$ cat src/rtl/bitsim_pkg.sv
// Shared types and sizing for the bit-serial MAC sequencer.
package bitsim_pkg;

    localparam int unsigned DEF_DATA_WIDTH = 8;
    localparam int unsigned DEF_VEC_LENGTH = 16;
    localparam int unsigned DEF_W_MAG_BITS = 7;
    localparam int unsigned RESULT_WIDTH   = DEF_DATA_WIDTH + 17;
    localparam int unsigned COL_IDX_WIDTH  = 3;
    localparam int unsigned CYCLE_WIDTH    = 4;

    typedef enum logic [2:0] {
        IDLE,
        CLEAR,
        LOAD,
        RUN,
        CAPTURE,
        DONE
    } state_t;

endpackage

$ cat src/rtl/bitsim_mac_sequencer_if.sv
// Job-in / result-out handshake bundle of the MAC sequencer.
interface bitsim_mac_sequencer_if #(
    parameter int unsigned DATA_WIDTH = bitsim_pkg::DEF_DATA_WIDTH,
    parameter int unsigned VEC_LENGTH = bitsim_pkg::DEF_VEC_LENGTH,
    parameter int unsigned W_MAG_BITS = bitsim_pkg::DEF_W_MAG_BITS
);
    localparam int unsigned RES_W = DATA_WIDTH + 17;

    logic                                          job_valid;
    logic                                          job_ready;
    logic signed [VEC_LENGTH-1:0][DATA_WIDTH-1:0]  job_act;
    logic        [VEC_LENGTH-1:0]                  job_w_sign;
    logic        [VEC_LENGTH-1:0][W_MAG_BITS-1:0]  job_w_mag;
    logic                                          skip_en;
    logic                                          out_valid;
    logic                                          out_ready;
    logic signed [RES_W-1:0]                       out_data;
    logic        [bitsim_pkg::CYCLE_WIDTH-1:0]     out_cycles;

    modport master (
        output job_valid, job_act, job_w_sign, job_w_mag, skip_en, out_ready,
        input  job_ready, out_valid, out_data, out_cycles
    );

    modport slave (
        input  job_valid, job_act, job_w_sign, job_w_mag, skip_en, out_ready,
        output job_ready, out_valid, out_data, out_cycles
    );

endinterface

$ cat src/rtl/column_skip_encoder.sv
// Finds the lowest set column and the next set column above k in a column mask.
module column_skip_encoder
    import bitsim_pkg::*;
#(
    parameter int unsigned WIDTH = DEF_W_MAG_BITS
) (
    input  logic [WIDTH-1:0]         col_mask,
    input  logic [COL_IDX_WIDTH-1:0] k,
    output logic [COL_IDX_WIDTH-1:0] first_c,
    output logic [COL_IDX_WIDTH-1:0] next_c,
    output logic                     none_c
);

    // Scan downward so the last hit is the lowest qualifying index.
    always_comb begin
        first_c = '0;
        next_c  = '0;
        none_c  = 1'b1;
        for (int i = int'(WIDTH) - 1; i >= 0; i--) begin
            if (col_mask[i]) begin
                first_c = COL_IDX_WIDTH'(i);
                if (i > int'(k)) begin
                    next_c = COL_IDX_WIDTH'(i);
                    none_c = 1'b0;
                end
            end
        end
    end

endmodule

$ cat src/rtl/bitsim_mac_sequencer.sv
// Per-job controller: streams weight bit-columns into the bit-serial MAC and
// returns the accumulated dot product with the number of executed columns.
module bitsim_mac_sequencer
    import bitsim_pkg::*;
#(
    parameter int unsigned DATA_WIDTH = DEF_DATA_WIDTH,
    parameter int unsigned VEC_LENGTH = DEF_VEC_LENGTH,
    parameter int unsigned W_MAG_BITS = DEF_W_MAG_BITS
) (
    input  logic                                   clk,
    input  logic                                   reset,
    bitsim_mac_sequencer_if.slave                  bus,
    output logic                                   mac_clear,
    output logic [VEC_LENGTH-1:0][DATA_WIDTH-1:0]  mac_act,
    output logic [VEC_LENGTH-1:0]                  mac_sign,
    output logic [VEC_LENGTH-1:0]                  mac_w_bit,
    output logic [COL_IDX_WIDTH-1:0]               mac_column_idx,
    input  logic signed [DATA_WIDTH+16:0]          mac_result,
    output logic                                   busy
);

    state_t                                  state, next_state;
    logic [VEC_LENGTH-1:0][W_MAG_BITS-1:0]   mag_q;
    logic [W_MAG_BITS-1:0]                   mask_q, accept_mask;
    logic [COL_IDX_WIDTH-1:0]                k_q, k_next;
    logic [COL_IDX_WIDTH-1:0]                enc_first, enc_next;
    logic                                    enc_none;
    logic [CYCLE_WIDTH-1:0]                  run_cnt;
    logic [VEC_LENGTH-1:0]                   col_bits;
    logic                                    accept;

    column_skip_encoder #(.WIDTH(W_MAG_BITS)) u_enc (
        .col_mask (mask_q),
        .k        (k_q),
        .first_c  (enc_first),
        .next_c   (enc_next),
        .none_c   (enc_none)
    );

    // Non-zero columns of the offered job; all columns when skipping is off.
    always_comb begin
        accept_mask = '0;
        for (int j = 0; j < int'(VEC_LENGTH); j++) begin
            accept_mask = accept_mask | bus.job_w_mag[j];
        end
        if (!bus.skip_en) begin
            accept_mask = '1;
        end
    end

    always_comb begin
        col_bits = '0;
        for (int j = 0; j < int'(VEC_LENGTH); j++) begin
            col_bits[j] = mag_q[j][k_next];
        end
    end

    always_ff @(posedge clk or negedge reset) begin
        if (!reset) state <= IDLE;
        else        state <= next_state;
    end

    always_comb begin
        next_state = state;
        k_next     = k_q;
        accept     = 1'b0;
        case (state)
            IDLE: begin
                if (bus.job_valid && bus.job_ready) begin
                    accept     = 1'b1;
                    next_state = CLEAR;
                end
            end
            CLEAR: next_state = LOAD;
            LOAD: begin
                if (mask_q == '0) begin
                    next_state = CAPTURE;
                end else begin
                    next_state = RUN;
                    k_next     = enc_first;
                end
            end
            RUN: begin
                if (enc_none) next_state = CAPTURE;
                else          k_next     = enc_next;
            end
            CAPTURE: next_state = DONE;
            DONE: begin
                if (bus.out_ready) next_state = IDLE;
            end
            default: next_state = IDLE;
        endcase
    end

    // Outputs are registered from next_state so they line up with the state they describe.
    always_ff @(posedge clk or negedge reset) begin
        if (!reset) begin
            mac_clear      <= 1'b1;
            mac_w_bit      <= '0;
            mac_column_idx <= '0;
            mac_act        <= '0;
            mac_sign       <= '0;
            mag_q          <= '0;
            mask_q         <= '0;
            k_q            <= '0;
            run_cnt        <= '0;
            busy           <= 1'b0;
            bus.job_ready  <= 1'b1;
            bus.out_valid  <= 1'b0;
            bus.out_data   <= '0;
            bus.out_cycles <= '0;
        end else begin
            mac_clear      <= (next_state == CLEAR);
            mac_w_bit      <= '0;
            mac_column_idx <= '0;
            if (next_state == RUN) begin
                mac_w_bit      <= col_bits;
                mac_column_idx <= k_next;
            end
            busy          <= (next_state != IDLE);
            bus.job_ready <= (next_state == IDLE);
            bus.out_valid <= (next_state == DONE);
            k_q           <= k_next;
            if (accept) begin
                mac_act  <= bus.job_act;
                mac_sign <= bus.job_w_sign;
                mag_q    <= bus.job_w_mag;
                mask_q   <= accept_mask;
                run_cnt  <= '0;
            end
            if (state == RUN) begin
                run_cnt <= run_cnt + CYCLE_WIDTH'(1);
            end
            if (state == CAPTURE) begin
                bus.out_data   <= mac_result;
                bus.out_cycles <= run_cnt;
            end
        end
    end

endmodule

$ cat src/flat_wrapper.sv
// flat-port wrapper written by rule: the top's interface ports become plain ports
module bitsim_mac_sequencer_flat import bitsim_pkg::*;
#(
    parameter int unsigned DATA_WIDTH = DEF_DATA_WIDTH,
    parameter int unsigned VEC_LENGTH = DEF_VEC_LENGTH,
    parameter int unsigned W_MAG_BITS = DEF_W_MAG_BITS
)
  (clk, reset, mac_clear, mac_act, mac_sign, mac_w_bit, mac_column_idx, mac_result, busy, bus_job_valid, bus_job_act, bus_job_w_sign, bus_job_w_mag, bus_skip_en, bus_out_ready, bus_job_ready, bus_out_valid, bus_out_data, bus_out_cycles);
  bitsim_mac_sequencer_if #(.DATA_WIDTH(DATA_WIDTH), .VEC_LENGTH(VEC_LENGTH), .W_MAG_BITS(W_MAG_BITS)) bus_i ();
  input  logic clk;
  input  logic reset;
  output logic mac_clear;
  output logic [VEC_LENGTH-1:0][DATA_WIDTH-1:0] mac_act;
  output logic [VEC_LENGTH-1:0] mac_sign;
  output logic [VEC_LENGTH-1:0] mac_w_bit;
  output logic [COL_IDX_WIDTH-1:0] mac_column_idx;
  input  logic signed [DATA_WIDTH+16:0] mac_result;
  output logic busy;
  input wire logic [$bits(bus_i.job_valid)-1:0] bus_job_valid;
  input wire logic [$bits(bus_i.job_act)-1:0] bus_job_act;
  input wire logic [$bits(bus_i.job_w_sign)-1:0] bus_job_w_sign;
  input wire logic [$bits(bus_i.job_w_mag)-1:0] bus_job_w_mag;
  input wire logic [$bits(bus_i.skip_en)-1:0] bus_skip_en;
  input wire logic [$bits(bus_i.out_ready)-1:0] bus_out_ready;
  output wire logic [$bits(bus_i.job_ready)-1:0] bus_job_ready;
  output wire logic [$bits(bus_i.out_valid)-1:0] bus_out_valid;
  output wire logic [$bits(bus_i.out_data)-1:0] bus_out_data;
  output wire logic [$bits(bus_i.out_cycles)-1:0] bus_out_cycles;
  assign bus_i.job_valid = bus_job_valid;
  assign bus_i.job_act = bus_job_act;
  assign bus_i.job_w_sign = bus_job_w_sign;
  assign bus_i.job_w_mag = bus_job_w_mag;
  assign bus_i.skip_en = bus_skip_en;
  assign bus_i.out_ready = bus_out_ready;
  assign bus_job_ready = bus_i.job_ready;
  assign bus_out_valid = bus_i.out_valid;
  assign bus_out_data = bus_i.out_data;
  assign bus_out_cycles = bus_i.out_cycles;
  bitsim_mac_sequencer #(.DATA_WIDTH(DATA_WIDTH), .VEC_LENGTH(VEC_LENGTH), .W_MAG_BITS(W_MAG_BITS)) u_core (.clk(clk), .reset(reset), .bus(bus_i), .mac_clear(mac_clear), .mac_act(mac_act), .mac_sign(mac_sign), .mac_w_bit(mac_w_bit), .mac_column_idx(mac_column_idx), .mac_result(mac_result), .busy(busy));
endmodule
$ cat config.mk
export PLATFORM = sky130hd
export DESIGN_NAME = bitsim_mac_sequencer_flat
export DESIGN_NICKNAME = d
export VERILOG_FILES = /design/src/rtl/bitsim_pkg.sv /design/src/rtl/bitsim_mac_sequencer_if.sv /design/src/rtl/column_skip_encoder.sv /design/src/rtl/bitsim_mac_sequencer.sv /design/src/flat_wrapper.sv
export SDC_FILE = /design/constraint.sdc
export NUM_CORES = 1
export LEC_CHECK = 0
export ABC_AREA = 1
export CAP_MARGIN = 20
export CORE_ASPECT_RATIO = 0.9
export CORE_MARGIN = 10
export CORE_UTILIZATION = 47
export CTS_BUF_LIST = sky130_fd_sc_hd__clkbuf_4 sky130_fd_sc_hd__clkbuf_8
export CTS_CLUSTER_SIZE = 14
export DETAILED_ROUTE_END_ITERATION = 10
export PLACE_DENSITY_LB_ADDON = 0.12
export SLEW_MARGIN = 0
export SYNTH_ARGS = -nofsm -noshare
export SYNTH_HDL_FRONTEND = slang
export SYNTH_SLANG_ARGS = --single-unit
export TNS_END_PERCENT = 20
$ cat constraint.sdc
create_clock -name clk -period 2.35 [get_ports clk]
set_clock_uncertainty 0.15 [all_clocks]
set_input_delay 0.235 -clock clk [delete_from_list [all_inputs] [get_ports clk]]
set_output_delay 0.235 -clock clk [all_outputs]
set_load 0.02 [all_outputs]
# Yosys cells after proc, flatten, opt, wreduce, memory -nomap -nowiden

Index checks and enable logic that the tools add are counted.

Register bits after elaboration: 325
Logic and storage cells: 160

Add/subtract/negate cells: 1
Order comparisons: 7
Eq/ne operators: 8
Muxes and demuxes: 78
Bitwise logic cells: 15
Reduce and logical (&&, ||, !) cells: 6

Operator list:

| operator                                                             | count |
|---|---|
| 7-bit bitwise OR                                                     | 15 |
| 3-bit two-way mux                                                    | 26 |
| 1-bit binary-select mux with 3-bit select                            | 16 |
| 1-bit two-way mux                                                    | 30 |
| 3-bit one-hot mux with 6 select lines                                | 1 |
| 16-bit two-way mux                                                   | 1 |
| 3-bit by 2-bit == test with 1-bit output, second input constant      | 3 |
| 3-bit == test, second input constant                                 | 3 |
| 3-bit > comparator, first input constant                             | 3 |
| 4-bit two-way mux                                                    | 2 |
| 7-bit logical NOT                                                    | 1 |
| 7-bit two-way mux                                                    | 1 |
| 3-bit by 1-bit == test with 1-bit output, second input constant      | 2 |
| 2-bit by 3-bit > comparator with 1-bit output, first input constant  | 2 |
| 3-bit logical NOT                                                    | 2 |
| 3-bit one-hot mux with 2 select lines                                | 1 |
| 4-bit by 1-bit adder with 4-bit output, second input constant        | 1 |
| 3-bit by 4-bit < comparator with 1-bit output, second input constant | 1 |
| 1-bit by 3-bit > comparator with 1-bit output, first input constant  | 1 |
| 3-bit nonzero test                                                   | 1 |
| 2-bit nonzero test                                                   | 1 |
| 1-bit logical AND                                                    | 1 |

# Longest topological paths before layout

Depth in word-level cells: 18
Depth in mapped cells: 16

# Hierarchy

A second synthesis with hierarchy kept.

Cell total of the unflattened synthesis: 1651
Area total of the unflattened synthesis: 13820.8 sq um

Modules (own cells, without submodules):

| module               | times used | cells an instance | area each (sq um) | sequential area each (sq um) |
|---|---|---|---|---|
| bitsim_mac_sequencer | 1          | 1613              | 13639.3           | 8135.3 |
| column_skip_encoder  | 1          | 38                | 181.4             | 0.0 |

# Least setup slack after synthesis

OpenSTA, ideal clock, no wires.

Path kind: reg-to-reg
Start: register u_core.k_q[1]
End: register u_core.mac_w_bit[5]
Library setup time: 0.118 ns
Arrival: 1.661 ns
Data required time: 2.082 ns
Setup slack: 0.421 ns
Cell stages (with the launch flop): 15
Clock period less this slack: 1.929 ns
Cell sequence: dfrtp_1 nor2_1 inv_1 nor2_2 nor2_2 nand2_1 nand3_1 nand2_1 nand2_2 buf_4 buf_4 nand3_1 nand3_1 a21oi_1 nor2_1

Longest elaborated chain between the ends: 18

Ends and longest elaborated chain:

| what                                                   | line                        | source |
|---|---|---|
| from (decl)                                            | bitsim_mac_sequencer.sv:25  | `logic [COL_IDX_WIDTH-1:0] k_q, k_next;` |
| from (signal assigned)                                 | bitsim_mac_sequencer.sv:123 | `k_q <= k_next;` |
| 3-bit > comparator                                     | column_skip_encoder.sv:22   | `if (i > int'(k)) begin` |
| 1-bit two-way mux or 3-bit two-way mux (tied branches) | column_skip_encoder.sv:22   |  |
| 1-bit two-way mux or 3-bit two-way mux (tied branches) | column_skip_encoder.sv:20   | `if (col_mask[i]) begin` |
| 1-bit two-way mux or 3-bit two-way mux (tied branches) | column_skip_encoder.sv:22   |  |
| 1-bit two-way mux or 3-bit two-way mux (tied branches) | column_skip_encoder.sv:20   |  |
| 1-bit two-way mux or 3-bit two-way mux (tied branches) | column_skip_encoder.sv:22   |  |
| 1-bit two-way mux or 3-bit two-way mux (tied branches) | column_skip_encoder.sv:20   |  |
| 1-bit two-way mux or 3-bit two-way mux (tied branches) | column_skip_encoder.sv:22   |  |
| (+2 left out)                                          | --                          |  |
| 1-bit two-way mux or 3-bit two-way mux (tied branches) | column_skip_encoder.sv:20   |  |
| 1-bit two-way mux or 3-bit two-way mux (tied branches) | column_skip_encoder.sv:22   |  |
| 1-bit two-way mux or 3-bit two-way mux (tied branches) | column_skip_encoder.sv:20   |  |
| 3-bit two-way mux                                      | bitsim_mac_sequencer.sv:84  | `if (enc_none) next_state = CAPTURE;` |
| 3-bit one-hot mux with 2 select lines                  | bitsim_mac_sequencer.sv:67  | `case (state)` |
| 1-bit binary-select mux with 3-bit select              | bitsim_mac_sequencer.sv:54  | `col_bits[j] = mag_q[j][k_next];` |
| 1-bit two-way mux (implied by the code)                | bitsim_mac_sequencer.sv:54  |  |
| 16-bit two-way mux (*)                                 | bitsim_mac_sequencer.sv:116 | `if (next_state == RUN) begin` |
| to (signal assigned)                                   | bitsim_mac_sequencer.sv:117 | `mac_w_bit <= col_bits;` |
| to (decl)                                              | bitsim_mac_sequencer.sv:16  | `output logic [VEC_LENGTH-1:0] mac_w_bit,` |

Every way passes the cells marked *; elsewhere a longest branch is shown, timed or not. The select of a mux whose other input is x is not followed.
A chain may end at the register's enable or synchronous reset.

# Worst setup path in the final report

Start: register u_core.k_q[0]
End: register u_core.mac_w_bit[15]

Same word-level chain as after synthesis.

==> results.sh <==
export IMPL_outcome="complete, no violations"
export IMPL_synth_nets=1906
export IMPL_worstSetupStartpointType="flip-flop"
export IMPL_multi_input_area_mm2=0.00483
export IMPL_drt_wirelength_per_cell_um=19.9
export IMPL_clock_path_buffers=3
export IMPL_grt_pass1_wl_um=75800
export IMPL_fin_crit_sh_pct=99.3
export IMPL_vdd_ir_drop_max_mv=0.801
export IMPL_slew_viol_final=0
export IMPL_synthCells=1619
export IMPL_gp_congestion=0.903
export IMPL_ff_latch_area_mm2=0.00814
export IMPL_cts_buffers=56
export IMPL_ios=482
export IMPL_critPathArrivalTime_ps=2650
export IMPL_power_mw=29.2
export IMPL_portBuffers=481
export IMPL_synth_area_mm2=0.0137
export IMPL_worst_path_max_delay_cell="dfrtp_1"
export IMPL_cpPeakStageDelay_ps=410
export IMPL_groute_usage_overall_pct=26.3
export IMPL_setup_violations=0
export IMPL_ys_ff_latch=325
export IMPL_dr_total_vias=12864
export IMPL_required_ps=2670
export IMPL_grt_max_degree=122
export IMPL_rows=59
export IMPL_clock_latency_ps=580
export IMPL_tritoncts="done"
export IMPL_netlist_top_cells_area="dfrtp_1 (59%), nand2_1 (19%), nand3_1 (5.3%)"
export IMPL_firstDrtPassIters=5
export IMPL_coreArea_mm2=0.0289
export IMPL_synth_area_leader_cell="dfrtp_1"
export IMPL_final_core_util_pct=71.6
export IMPL_syn_avg_cell_area_um2=8.49
export IMPL_syn_to_final_growth_pct=50.4
export IMPL_postPlaceCellArea_mm2=0.0191
export IMPL_postRouteAntennaNets=0
export IMPL_endpoint_kind="flip-flop"
export IMPL_root_buffer="clkbuf_8"
export IMPL_mostFrequentLayoutCell="nand2_1"
export IMPL_combPwrFrac_pct=46.7
export IMPL_path_class="flip-flop to flip-flop"
export IMPL_dp_hpwl_um=37100
export IMPL_vias_per_cell=5.03
export IMPL_fillers=2212
export IMPL_start_util_pct=47.6
export IMPL_synth_cell_types=31
export IMPL_p_leak_nw=10.1
export IMPL_fin_cells=2559
export IMPL_die_w_um=200
export IMPL_wirelength_um=50900
export IMPL_clk_pin_slew_ps=70
export IMPL_synth_warnings=0
export IMPL_antenna_found_initial=9
export IMPL_layout_min_cycle_time_ps=2330
export IMPL_pwr_share_clk_pct=20.9
export IMPL_layout_common_cells="nand2_1 (709), clkdlybuf4s50_1 (480), dfrtp_1 (321)"
export IMPL_crit_family="simple AND/OR/NAND/NOR gates"
export IMPL_min_path_type="input pin to flip-flop"
export IMPL_drt_iter0_drc=1263
export IMPL_seq_area_frac_synth_pct=59.2
export IMPL_drc=0
export IMPL_worstPathMaxFanout=32
export IMPL_p_switching_mw=11.6
export IMPL_slew_headroom_pct=54.2
export IMPL_synth_top_area_share_pct=58.8
export IMPL_final_nets=2400
export IMPL_dp_cells=2441
export IMPL_crit_buf_inv=3
export IMPL_fmax_mhz=429
export IMPL_finalSetupTns_ps=0
export IMPL_htree_levels=2
export IMPL_internal_power_mw=17.6
export IMPL_cts_sinks=325
export IMPL_p_sw_share_pct=39.6
export IMPL_first_global_vias=12820
export IMPL_die_area_mm2=0.0365
export IMPL_worst_slew_pin_slew_ps=681
export IMPL_final_cell_area_mm2=0.0207
export IMPL_crit_chain="inv_1, nand2_1, nor2_4, buf_4, nor2_1, nand3_1, nand3b_1, nand2_1, buf_12, nand3_1, a21oi_2, nor2_1"
export IMPL_pwr_share_seq_pct=32.5
export IMPL_power_density_mw_per_mm2=1410
export IMPL_die_y_um=182
export IMPL_hold_violations=0
export IMPL_drive_gt1_share_pct=9.36
export IMPL_maxCapViolations=0
export IMPL_overflow=0
[power groups by stage]
stage	Sequential, mW	Combinational (mW)	Clock, mW
after global placement	9.44	12.7	0
after global routing	9.73	14.8	6.41
after CTS	9.44	13.0	6.18
after floorplan	11.0	5.47	0
final	9.48	13.6	6.09
after detailed placement	9.47	12.9	0
[routing by layer]
metal  GRT usage [%]  vias to the layer above  share of wire, %
li1                -                     6102                 -
met1            31.1                     6071                38
met2            43.5                      571                49
met3            9.70                      112                10
met4            9.23                        8               3.1
met5               0                        -             0.096
[worst register-to-register path, stage by stage (launching register included)]
cell      delay [ps]
dfrtp_1          410
inv_1            140
nand2_1          100
nor2_4           160
buf_4            150
nor2_1            50
nand3_1          110
nand3b_1          80
nand2_1          160
buf_12           220
nand3_1          150
a21oi_2          270
nor2_1            70
[stage by stage]
stage	setup WS (ps)	hold slack (ps)
finish	16.6	36.5
global route	-102	32.0
CTS	24.9	1.06
detailed placement	33.5	75.5
global placement	77.7	71.2
floorplan	421	-211
[cells in the mapped netlist, drive strengths merged]
| cell type | number |
|---|---|
| nor4 | 19 |
| nor3 | 3 |
| a41oi | 2 |
| nand3b | 2 |
| nor2 | 45 |
| o21bai | 1 |
| buf | 41 |
| a2bb2oi | 1 |
| a21oi | 19 |
| o21ai | 85 |
| xnor2 | 1 |
| or2 | 1 |
| mux2 | 25 |
| dfstp | 2 |
| nand4 | 12 |
| inv | 119 |
| nand2 | 716 |
| o22ai | 2 |
| nand3 | 146 |
| clkbuf | 47 |
| dfrtp | 323 |
| xor2 | 1 |
| ha | 1 |
| a22oi | 5 |
[sequential cells by signal, summed over array words and instances (netlist names)]
| register | cells |
|---|---|
| u_core.bus.out_data | 25 |
| u_core.mag_q | 112 |
| u_core.bus.job_ready | 1 |
| u_core.busy | 1 |
| u_core.mac_w_bit | 16 |
| u_core.mac_act | 128 |
| u_core.mac_column_idx | 3 |
| u_core.mac_sign | 16 |
| u_core.k_q | 3 |
| u_core.state | 3 |
| u_core.mac_clear | 1 |
| u_core.bus.out_cycles | 4 |
| u_core.run_cnt | 4 |
| u_core.mask_q | 7 |
| u_core.bus.out_valid | 1 |
[final timing paths]
kind / start / endpoint / slack, ps / depth (start not counted)
hold reg to reg: u_core.mac_sign[12] / u_core.mac_sign[12] / 330 / 2
hold / removal: bus_job_act[98] / u_core.mac_act[98] / 40 / 3
min in group asynchronous: reset / u_core.mag_q[0] / 50 / 2
setup / recovery: u_core.k_q[0] / u_core.mac_w_bit[15] / 20 / 12
max in group asynchronous: reset / u_core.mac_act[28] / 1200 / 3
setup reg to reg: u_core.k_q[0] / u_core.mac_w_bit[15] / 20 / 12
[final cells by class]
type                            count  area share [%]
Clock inverter                     15            1.21
Sequential cell                   325            39.4
Multi-Input combinational cell   1087            23.4
Inverter                          119            2.18
Clock buffer                       88            5.31
Timing Repair Buffer              524            26.1
Tap cell                          396            2.40
Antenna cell                        5          0.0605
[cell families after synthesis]
group | count (synthesis) | share of synthesized area, %
buf+inv | 207 | 6.25
compound gates | 115 | 4.40
flops | 325 | 59.2
fa+ha+maj | 1 | 0.0910
simple gates | 944 | 27.9
xor+xnor | 2 | 0.127
mux | 25 | 2.05
[repair_timing]
action                                 CTS  global route
setup endpoints to repair                0            16
endpoints found under the hold margin  323             0
buffers inserted                         0             5
hold buffers                             1             0
gates resized for setup                  0            25
(Power assumes the default switching activity.)
